==> config.mk <==
export PLATFORM = sky130hd
export DESIGN_NAME = p4_ingress_rr_arbiter_flat
export DESIGN_NICKNAME = d
export VERILOG_FILES = /design/src/rtl/p4_ingress_rr_arbiter_pkg.sv /design/src/rtl/p4_ingress_rr_arbiter_if.sv /design/src/rtl/p4_ingress_rr_arbiter_skid.sv /design/src/rtl/p4_ingress_rr_arbiter.sv /design/src/flat_wrapper.sv
export SDC_FILE = /design/constraint.sdc
export NUM_CORES = 1
export LEC_CHECK = 0
export BUFFER_PORTS_ARGS = -buffer_cell sky130_fd_sc_hd__clkbuf_2
export CORE_ASPECT_RATIO = 0.6
export CORE_UTILIZATION = 48
export DETAILED_ROUTE_END_ITERATION = 10
export HOLD_SLACK_MARGIN = 0.03
export PLACE_DENSITY = 0.88
export SYNTH_ARGS = -nofsm -noshare
export SYNTH_HDL_FRONTEND = slang
export SYNTH_SLANG_ARGS = --single-unit
export TNS_END_PERCENT = 1
==> constraint.sdc <==
create_clock -name s_axis_aclk -period 2.65 [get_ports s_axis_aclk]
set_input_delay 0.6625 -clock s_axis_aclk [delete_from_list [all_inputs] [get_ports s_axis_aclk]]
set_output_delay 0.6625 -clock s_axis_aclk [all_outputs]
set_load 0.05 [all_outputs]
==> src/rtl/p4_ingress_rr_arbiter_pkg.sv <==
// Shared types and helpers for the P4 ingress round-robin arbiter.
package p4_ingress_arb_pkg;

    typedef enum logic {
        IDLE = 1'b0,
        XFER = 1'b1
    } arb_state_e;

    localparam int unsigned STAT_W   = 32;
    localparam int unsigned MAX_CH   = 16;
    localparam int unsigned MAX_CH_W = 4;

    // First requester strictly after 'last', wrapping modulo num_ch; holds 'last' when idle.
    function automatic logic [MAX_CH_W-1:0] rr_next(input logic [MAX_CH-1:0]   req,
                                                    input logic [MAX_CH_W-1:0] last,
                                                    input int unsigned         num_ch);
        logic [MAX_CH_W-1:0] pick;
        logic                found;
        int unsigned         idx;
        pick  = last;
        found = 1'b0;
        for (int unsigned i = 1; i <= MAX_CH; i++) begin
            idx = (32'(last) + i) % num_ch;
            if (i <= num_ch && !found && req[MAX_CH_W'(idx)]) begin
                pick  = MAX_CH_W'(idx);
                found = 1'b1;
            end
        end
        return pick;
    endfunction

endpackage

==> src/rtl/p4_ingress_rr_arbiter_if.sv <==
// Channel-side and engine-side AXI4-Stream bundle of the ingress arbiter.
interface p4_ingress_rr_arbiter_if #(
    parameter int unsigned NUM_CH               = 4,
    parameter int unsigned TDATA_NUM_BYTES      = 4,
    parameter int unsigned TID_WIDTH            = 11,
    parameter int unsigned USER_META_DATA_WIDTH = 12
);
    logic [NUM_CH*TDATA_NUM_BYTES*8-1:0]    s_axis_tdata;
    logic [NUM_CH*TDATA_NUM_BYTES-1:0]      s_axis_tkeep;
    logic [NUM_CH-1:0]                      s_axis_tvalid;
    logic [NUM_CH-1:0]                      s_axis_tlast;
    logic [NUM_CH-1:0]                      s_axis_tready;
    logic [NUM_CH*USER_META_DATA_WIDTH-1:0] s_user_metadata;
    logic [TDATA_NUM_BYTES*8-1:0]           m_axis_tdata;
    logic [TDATA_NUM_BYTES-1:0]             m_axis_tkeep;
    logic                                   m_axis_tvalid;
    logic                                   m_axis_tlast;
    logic [TID_WIDTH-1:0]                   m_axis_tid;
    logic                                   m_axis_tready;
    logic [USER_META_DATA_WIDTH-1:0]        user_metadata_in;
    logic                                   user_metadata_in_valid;

    // Arbiter view
    modport slave (
        input  s_axis_tdata, s_axis_tkeep, s_axis_tvalid, s_axis_tlast, s_user_metadata,
        input  m_axis_tready,
        output s_axis_tready,
        output m_axis_tdata, m_axis_tkeep, m_axis_tvalid, m_axis_tlast, m_axis_tid,
        output user_metadata_in, user_metadata_in_valid
    );

    // Sources and engine view
    modport master (
        output s_axis_tdata, s_axis_tkeep, s_axis_tvalid, s_axis_tlast, s_user_metadata,
        output m_axis_tready,
        input  s_axis_tready,
        input  m_axis_tdata, m_axis_tkeep, m_axis_tvalid, m_axis_tlast, m_axis_tid,
        input  user_metadata_in, user_metadata_in_valid
    );
endinterface

==> src/rtl/p4_ingress_rr_arbiter_skid.sv <==
// Two-entry skid buffer: registered output stage, in_ready depends only on local state.
module axis_meta_skid_buffer #(
    parameter int unsigned W = 8
) (
    input  logic         clk,
    input  logic         rst_n,
    input  logic         in_valid,
    output logic         in_ready,
    input  logic [W-1:0] in_data,
    output logic         out_valid,
    input  logic         out_ready,
    output logic [W-1:0] out_data
);
    logic         skid_valid_q;
    logic [W-1:0] skid_data_q;
    logic         out_valid_q;
    logic [W-1:0] out_data_q;

    assign in_ready  = !skid_valid_q;
    assign out_valid = out_valid_q;
    assign out_data  = out_data_q;

    // Incoming beats go straight to the output register unless it is stalled.
    always_ff @(posedge clk or negedge rst_n) begin
        if (!rst_n) begin
            skid_valid_q <= 1'b0;
            skid_data_q  <= '0;
            out_valid_q  <= 1'b0;
            out_data_q   <= '0;
        end else if (!skid_valid_q) begin
            if (in_valid) begin
                if (!out_valid_q || out_ready) begin
                    out_valid_q <= 1'b1;
                    out_data_q  <= in_data;
                end else begin
                    skid_valid_q <= 1'b1;
                    skid_data_q  <= in_data;
                end
            end else if (out_ready) begin
                out_valid_q <= 1'b0;
            end
        end else if (out_ready) begin
            out_data_q   <= skid_data_q;
            skid_valid_q <= 1'b0;
        end
    end
endmodule

==> src/rtl/p4_ingress_rr_arbiter.sv <==
// Packet-granular round-robin merge of NUM_CH AXIS+metadata sources onto one engine port.
// Optional per-channel packet counters with `define P4_INGRESS_ARB_STATS_EN.
module p4_ingress_rr_arbiter
    import p4_ingress_arb_pkg::*;
#(
    parameter int unsigned NUM_CH               = 4,
    parameter int unsigned TDATA_NUM_BYTES      = 4,
    parameter int unsigned TID_WIDTH            = 11,
    parameter int unsigned USER_META_DATA_WIDTH = 12
) (
    input  logic                       s_axis_aclk,
    input  logic                       s_axis_aresetn,
`ifdef P4_INGRESS_ARB_STATS_EN
    input  logic                       stat_clr,
    output logic [NUM_CH*STAT_W-1:0]   stat_pkt_cnt,
`endif
    p4_ingress_rr_arbiter_if.slave     axis
);
    localparam int unsigned CH_W = $clog2(NUM_CH);
    localparam int unsigned DW   = TDATA_NUM_BYTES * 8;
    localparam int unsigned KW   = TDATA_NUM_BYTES;
    localparam int unsigned MW   = USER_META_DATA_WIDTH;
    localparam int unsigned PW   = DW + KW + 1 + TID_WIDTH + MW + 1;

    arb_state_e        state_q, state_d;
    logic [CH_W-1:0]   grant_q, grant_d;
    logic [CH_W-1:0]   last_grant_q, last_grant_d;

    logic [DW-1:0]     sel_data;
    logic [KW-1:0]     sel_keep;
    logic [MW-1:0]     sel_meta;
    logic              sel_valid;
    logic              sel_last;
    logic              push_valid;
    logic              in_ready;
    logic              beat_acc;
    logic [NUM_CH-1:0] tready;
    logic [PW-1:0]     in_payload;
    logic [PW-1:0]     out_payload;

    // Mux the granted channel's beat.
    always_comb begin
        sel_data  = '0;
        sel_keep  = '0;
        sel_meta  = '0;
        sel_valid = 1'b0;
        sel_last  = 1'b0;
        for (int unsigned c = 0; c < NUM_CH; c++) begin
            if (grant_q == CH_W'(c)) begin
                sel_data  = axis.s_axis_tdata[c*DW +: DW];
                sel_keep  = axis.s_axis_tkeep[c*KW +: KW];
                sel_meta  = axis.s_user_metadata[c*MW +: MW];
                sel_valid = axis.s_axis_tvalid[c];
                sel_last  = axis.s_axis_tlast[c];
            end
        end
    end

    assign push_valid = (state_q == XFER) && sel_valid;
    assign beat_acc   = push_valid && in_ready;

    // Only the granted channel is readied, and only while the skid has room.
    always_comb begin
        tready = '0;
        for (int unsigned c = 0; c < NUM_CH; c++) begin
            tready[c] = (state_q == XFER) && in_ready && (grant_q == CH_W'(c));
        end
    end
    assign axis.s_axis_tready = tready;

    always_comb begin
        state_d      = state_q;
        grant_d      = grant_q;
        last_grant_d = last_grant_q;
        unique case (state_q)
            IDLE: begin
                if (|axis.s_axis_tvalid) begin
                    grant_d = CH_W'(rr_next(MAX_CH'(axis.s_axis_tvalid),
                                            MAX_CH_W'(last_grant_q), NUM_CH));
                    state_d = XFER;
                end
            end
            XFER: begin
                if (beat_acc && sel_last) begin
                    last_grant_d = grant_q;
                    state_d      = IDLE;
                end
            end
            default: state_d = IDLE;
        endcase
    end

    always_ff @(posedge s_axis_aclk or negedge s_axis_aresetn) begin
        if (!s_axis_aresetn) begin
            state_q      <= IDLE;
            grant_q      <= '0;
            last_grant_q <= CH_W'(NUM_CH - 1);
        end else begin
            state_q      <= state_d;
            grant_q      <= grant_d;
            last_grant_q <= last_grant_d;
        end
    end

    assign in_payload = {sel_data, sel_keep, sel_last, TID_WIDTH'(grant_q),
                         sel_last ? sel_meta : MW'(0), sel_last};

    axis_meta_skid_buffer #(.W(PW)) u_skid (
        .clk       (s_axis_aclk),
        .rst_n     (s_axis_aresetn),
        .in_valid  (push_valid),
        .in_ready  (in_ready),
        .in_data   (in_payload),
        .out_valid (axis.m_axis_tvalid),
        .out_ready (axis.m_axis_tready),
        .out_data  (out_payload)
    );

    assign {axis.m_axis_tdata, axis.m_axis_tkeep, axis.m_axis_tlast, axis.m_axis_tid,
            axis.user_metadata_in, axis.user_metadata_in_valid} = out_payload;

`ifdef P4_INGRESS_ARB_STATS_EN
    logic [NUM_CH-1:0][STAT_W-1:0] cnt_q;

    // Saturating per-channel packet counters; clear beats a coincident increment.
    always_ff @(posedge s_axis_aclk or negedge s_axis_aresetn) begin
        if (!s_axis_aresetn) begin
            cnt_q <= '0;
        end else begin
            for (int unsigned c = 0; c < NUM_CH; c++) begin
                if (stat_clr) begin
                    cnt_q[c] <= '0;
                end else if (beat_acc && sel_last && grant_q == CH_W'(c) && cnt_q[c] != '1) begin
                    cnt_q[c] <= cnt_q[c] + STAT_W'(1);
                end
            end
        end
    end

    assign stat_pkt_cnt = cnt_q;
`endif
endmodule

==> src/flat_wrapper.sv <==
// flat-port wrapper written by rule: the top's interface ports become plain ports
module p4_ingress_rr_arbiter_flat import p4_ingress_arb_pkg::*;
#(
    parameter int unsigned NUM_CH               = 4,
    parameter int unsigned TDATA_NUM_BYTES      = 4,
    parameter int unsigned TID_WIDTH            = 11,
    parameter int unsigned USER_META_DATA_WIDTH = 12
)
  (s_axis_aclk, s_axis_aresetn, axis_s_axis_tdata, axis_s_axis_tkeep, axis_s_axis_tvalid, axis_s_axis_tlast, axis_s_user_metadata, axis_m_axis_tready, axis_s_axis_tready, axis_m_axis_tdata, axis_m_axis_tkeep, axis_m_axis_tvalid, axis_m_axis_tlast, axis_m_axis_tid, axis_user_metadata_in, axis_user_metadata_in_valid);
  p4_ingress_rr_arbiter_if #(.NUM_CH(NUM_CH), .TDATA_NUM_BYTES(TDATA_NUM_BYTES), .TID_WIDTH(TID_WIDTH), .USER_META_DATA_WIDTH(USER_META_DATA_WIDTH)) axis_i ();
  input  logic s_axis_aclk;
  input  logic s_axis_aresetn;
  input wire logic [$bits(axis_i.s_axis_tdata)-1:0] axis_s_axis_tdata;
  input wire logic [$bits(axis_i.s_axis_tkeep)-1:0] axis_s_axis_tkeep;
  input wire logic [$bits(axis_i.s_axis_tvalid)-1:0] axis_s_axis_tvalid;
  input wire logic [$bits(axis_i.s_axis_tlast)-1:0] axis_s_axis_tlast;
  input wire logic [$bits(axis_i.s_user_metadata)-1:0] axis_s_user_metadata;
  input wire logic [$bits(axis_i.m_axis_tready)-1:0] axis_m_axis_tready;
  output wire logic [$bits(axis_i.s_axis_tready)-1:0] axis_s_axis_tready;
  output wire logic [$bits(axis_i.m_axis_tdata)-1:0] axis_m_axis_tdata;
  output wire logic [$bits(axis_i.m_axis_tkeep)-1:0] axis_m_axis_tkeep;
  output wire logic [$bits(axis_i.m_axis_tvalid)-1:0] axis_m_axis_tvalid;
  output wire logic [$bits(axis_i.m_axis_tlast)-1:0] axis_m_axis_tlast;
  output wire logic [$bits(axis_i.m_axis_tid)-1:0] axis_m_axis_tid;
  output wire logic [$bits(axis_i.user_metadata_in)-1:0] axis_user_metadata_in;
  output wire logic [$bits(axis_i.user_metadata_in_valid)-1:0] axis_user_metadata_in_valid;
  assign axis_i.s_axis_tdata = axis_s_axis_tdata;
  assign axis_i.s_axis_tkeep = axis_s_axis_tkeep;
  assign axis_i.s_axis_tvalid = axis_s_axis_tvalid;
  assign axis_i.s_axis_tlast = axis_s_axis_tlast;
  assign axis_i.s_user_metadata = axis_s_user_metadata;
  assign axis_i.m_axis_tready = axis_m_axis_tready;
  assign axis_s_axis_tready = axis_i.s_axis_tready;
  assign axis_m_axis_tdata = axis_i.m_axis_tdata;
  assign axis_m_axis_tkeep = axis_i.m_axis_tkeep;
  assign axis_m_axis_tvalid = axis_i.m_axis_tvalid;
  assign axis_m_axis_tlast = axis_i.m_axis_tlast;
  assign axis_m_axis_tid = axis_i.m_axis_tid;
  assign axis_user_metadata_in = axis_i.user_metadata_in;
  assign axis_user_metadata_in_valid = axis_i.user_metadata_in_valid;
  p4_ingress_rr_arbiter #(.NUM_CH(NUM_CH), .TDATA_NUM_BYTES(TDATA_NUM_BYTES), .TID_WIDTH(TID_WIDTH), .USER_META_DATA_WIDTH(USER_META_DATA_WIDTH)) u_core (.s_axis_aclk(s_axis_aclk), .s_axis_aresetn(s_axis_aresetn), .axis(axis_i));
endmodule
### After elaboration in Yosys (flattened, before gate mapping)

Cells that the tools add are included.

| storage, ports and cells | value |
|---|---|
| register bits after elaboration | 120 |

| cells by class | value |
|---|---|
| bitwise operators | 3 |
| equality and inequality tests | 5 |
| reductions and logical operators | 27 |
| $add $sub $neg | 4 |
| magnitude comparators | 4 |
| muxes and demuxes | 56 |

Operators by type and width:

| operator | number |
|---|---|
| 61-bit two-way mux | 4 |
| 32-bit two-way mux | 4 |
| 12-bit two-way mux | 5 |
| 1-bit two-way mux | 30 |
| 2-bit by 5-bit less-than comparator with 1-bit output (second input constant) | 4 |
| 4-bit two-way mux | 4 |
| 1-bit logical AND | 11 |
| 3-bit AND reduction | 3 |
| 1-bit binary-select mux with 2-bit select | 4 |
| 2-bit two-way mux | 4 |
| 2-bit nonzero test | 3 |
| 1-bit logical NOT | 5 |
| 2-bit by 1-bit adder with 2-bit output (second input constant) | 2 |
| 2-bit adder (second input constant) | 2 |
| 2-bit == test (second input constant) | 2 |
| 2-bit inequality test (second input constant) | 2 |
| 2-bit AND reduction | 2 |
| 4-bit OR reduction | 1 |
| 1-bit NOT | 3 |
| 2-bit by 1-bit == test with 1-bit output (second input constant) | 1 |
| 2-bit logical NOT | 1 |
| 1-bit case mux with 2 select lines | 1 |
| 1-bit logical OR | 1 |

### Logic depth before layout (Yosys ltp)

| depth | value |
|---|---|
| depth after elaboration | 19 |
| gate-level depth with buffers | 7 |

### Cells and area by module

A second synthesis with hierarchy kept.

| unflattened totals | value |
|---|---|
| cell total of the unflattened synthesis | 458 |
| area total of the unflattened synthesis | 7277.0 um^2 |

Modules (own cells, without submodules):

| module | times used | seq. area each (um^2) | area each (um^2) | cells each |
|---|---|---|---|---|
| axis_meta_skid_buffer | 1 | 3103.0 | 5634.2 | 337 |
| p4_ingress_rr_arbiter | 1 | 127.6 | 1642.8 | 121 |

### Worst setup path after synthesis

OpenSTA, ideal clock, no wires.

| path | value |
|---|---|
| path type | register to output |
| start point | register u_core.grant_q[0] |
| end point | output port axis_s_axis_tready[1] |
| data required time | 1987 ps |
| path slack | 393 ps |
| buffers on the path | 3 |
| cell stages (with the launch flop) | 6 |
| arrival time | 1595 ps |
| cells stage by stage | dfrtp_1 buf_2 buf_6 buf_2 inv_1 nor2_1 |

| on the way | value |
|---|---|
| word-level cells in the longest chain between the ends | 2 |

RTL lines:

| what | line | RTL |
|---|---|---|
| start: declaration | p4_ingress_rr_arbiter.sv:26 | `logic [CH_W-1:0] grant_q, grant_d;` |
| start signal: assignment | p4_ingress_rr_arbiter.sv:100 | `grant_q <= grant_d;` |
| 2-bit by 1-bit == test with 1-bit output | p4_ingress_rr_arbiter.sv:66 | `tready[c] = (state_q == XFER) && in_ready && (grant_q == CH_W'(c));` |
| 1-bit logical AND | p4_ingress_rr_arbiter.sv:66 |  |
| end: declaration | flat_wrapper.sv:19 | `output wire logic [$bits(axis_i.s_axis_tready)-1:0] axis_s_axis_tready;` |

No other way between the ends.

### Final worst setup path

| path | value |
|---|---|
| start point | register u_core.grant_q[1] |
| end point | output port axis_s_axis_tready[3] |

| on the way | value |
|---|---|
| word-level cells in the longest chain between the ends | 2 |

RTL lines:

| what | line |
|---|---|
| 2-bit == test | p4_ingress_rr_arbiter.sv:66 |
| 1-bit logical AND | p4_ingress_rr_arbiter.sv:66 |

No other way between the ends.

==> flow_metrics.tcl <==
set metrics [dict create \
    ant_nets 0 \
    grt_first_pass_wirelength_um 24500 \
    die_h_um 88.1 \
    critPathMaxFanout 29 \
    worst-setup-path-type "reg -> out" \
    vdd_drop_max_mv 0.802 \
    grt_max_degree 54 \
    coreArea_um2 12100 \
    grt_pass1_vias 4815 \
    cts-root-buf "clkbuf_16" \
    place_area_um2 7350 \
    wl_per_cell_um 19.0 \
    r2r_slack_ns 0.33 \
    skew_ns 0.0116 \
    start_util 0.492 \
    remaining_drc_errors 0 \
    drive_above_1_share 0.576 \
    status "finished, final reports clean" \
    tritoncts "done" \
    num_io_pins 269 \
    synth_most_common_cell "dfrtp_1" \
    tightest_slew_ns 0.903 \
    synth-edff-count 0 \
    post-place-ws_ns 0.320 \
    synthCells 422 \
    powerDensity_nw_per_um2 1290 \
    fin_tns_setup_ns 0 \
    fill_cells 952 \
    clk_latency_ns 0.34 \
    antenna_found_initial 0 \
    rsz0062_at_grt "no" \
    port_buffers 259 \
    async_reset_ff_frac 1.00 \
    slew_violations 0 \
    yosysTopAreaCell "dfrtp_1" \
    power_mw 9.86 \
    synth_top_area_share 0.451 \
    worstSetupStartpointType "flop" \
    cp-end-kind "output pin" \
    synth_area_um2 5930 \
    worstPathRequired_ns 1.99 \
    first_pass_iters 4 \
    postCtsHoldBufs 0 \
    clkSlewWorstSetupHoldPaths_ns 0.07 \
    timing.fmax_ghz 0.405 \
    seq_area_frac_synth 0.460 \
    rows 31 \
    layout.nets 865 \
    synthTopCellsByCount "107 x dfrtp_1, 49 x mux4_2, 48 x a221o_1, 48 x and3_1, 39 x mux2_2" \
    wl_um 15800 \
    numCtsBuffers 9 \
    ys.flop_type "dfrtp_1" \
    synth_seq_cells 109 \
    setup_slack_ns 0.180 \
    finalHoldViolCount 0 \
    yosys_warnings 0 \
    period_share 0.932 \
    power_leakage_nw 3.91 \
    min_path_type "in -> async" \
    grt_usage 0.249 \
    dr_total_vias 4807 \
    viasPerCell 5.78 \
    cts_resized 0 \
    dieArea_um2 12800 \
    cts_num_sinks 109 \
    synth.area.top_cells "dfrtp_1 45%, mux4_2 19%, a221o_1 8.1%, mux2_2 7.4%, and3_1 5.1%" \
    synth_cell_types 35 \
    setup_viol 0 \
    avgSynthCellArea_um2 14.1 \
    hpwl_um 11700 \
    diodes 0 \
    min_period_ns 2.47 \
    cts_buffer_depth 2 \
    area_delta_synth_final_pct 28.7 \
    post_cts_buffers 0 \
    gp_congestion 0.879 \
    drt_iter0_markers 226 \
    finish.instance_area_um2 7640 \
    overflow 0 \
    dieWidth_um 146 \
    cap_violations 0 \
    slew_headroom 0.398 \
    htreeDepth 3 \
    cp.arrival_ns 1.81 \
]
state kept, by name (all words and copies together), names as in the netlist:
register                    flops
u_core.grant_q                  2
u_core.last_grant_q             2
u_core.u_skid.skid_valid_q      1
u_core.u_skid.out_data         51
u_core.state_q                  1
u_core.u_skid.out_valid         1
u_core.u_skid.skid_data_q      51
power breakdown:
group | switching (mW) | internal [mW] | total [mW]
Combinational | 3.30 | 2.32 | 5.62
Sequential | 0.499 | 2.46 | 2.96
Clock | 0.607 | 0.675 | 1.28
Total | 4.41 | 5.46 | 9.86
layout make-up:
type / instances / area (um^2) / share of cell area
Tap cell: 165 / 206 / 0.0270
Clock inverter: 5 / 42.5 / 0.00557
Inverter: 4 / 15.0 / 0.00197
Clock buffer: 11 / 243 / 0.0318
Timing Repair Buffer: 272 / 1460 / 0.191
Multi-Input combinational cell: 266 / 2940 / 0.385
Sequential cell: 109 / 2740 / 0.358
metal layers:
| metal | up-vias | global-route usage | part of all wire |
|---|---|---|---|
| met2 | 248 | 0.426 | 0.50 |
| met4 | 0 | 0.0612 | 0.015 |
| met1 | 2407 | 0.331 | 0.41 |
| met5 | - | 0 | 0 |
| met3 | 21 | 0.0510 | 0.073 |
| li1 | 2131 | - | - |
critical path, cell delays in order (launching register included):
cell and delay, ns:
dfrtp_2 0.37, buf_4 0.37, nand3b_1 0.26, nor2_1 0.17, clkbuf_2 0.30
kinds of logic after synthesis:
family / Yosys count / synth area share
and+or+nand+nor: 83 / 0.0844
muxes: 111 / 0.302
other: 1 / 0.000632
buffers and inverters: 55 / 0.0536
AOI/OAI and AO/OA: 63 / 0.0995
DFF: 109 / 0.460
placed cells by master, fill, tap and decap left out, types with 9 or more instances in the layout:
cell       instances
clkbuf_2         258
dfrtp_1          105
mux4_2            49
and3_1            48
a221o_1           48
mux2_2            39
mux2_1            14
nor2b_1           12
mux2i_1            9
conb_1             9
clkbuf_16          9
buf_4              9
per-stage QoR:
stage               utilization  hold slack [ns]  instances
global placement          0.609            0.466        816
floorplan                     -            0.367        430
global route              0.633            0.266        832
finish                    0.633            0.249        832
detailed placement        0.609            0.476        816
CTS                       0.633            0.250        832
worst paths after layout:
path | start | to | cells past startpoint
hold / removal | s_axis_aresetn | u_core.u_skid.skid_data_q[2] | 1
min in group s_axis_aclk | u_core.u_skid.out_data[13] | u_core.u_skid.out_data[13] | 2
hold reg to reg | u_core.u_skid.out_data[13] | u_core.u_skid.out_data[13] | 2
setup reg to reg | u_core.grant_q[1] | u_core.u_skid.out_data[11] | 6
max in group asynchronous | s_axis_aresetn | u_core.u_skid.out_data[28] | 2
setup / recovery | u_core.grant_q[1] | axis_s_axis_tready[3] | 4
No activity file was read; power rests on OpenSTA's default activity.
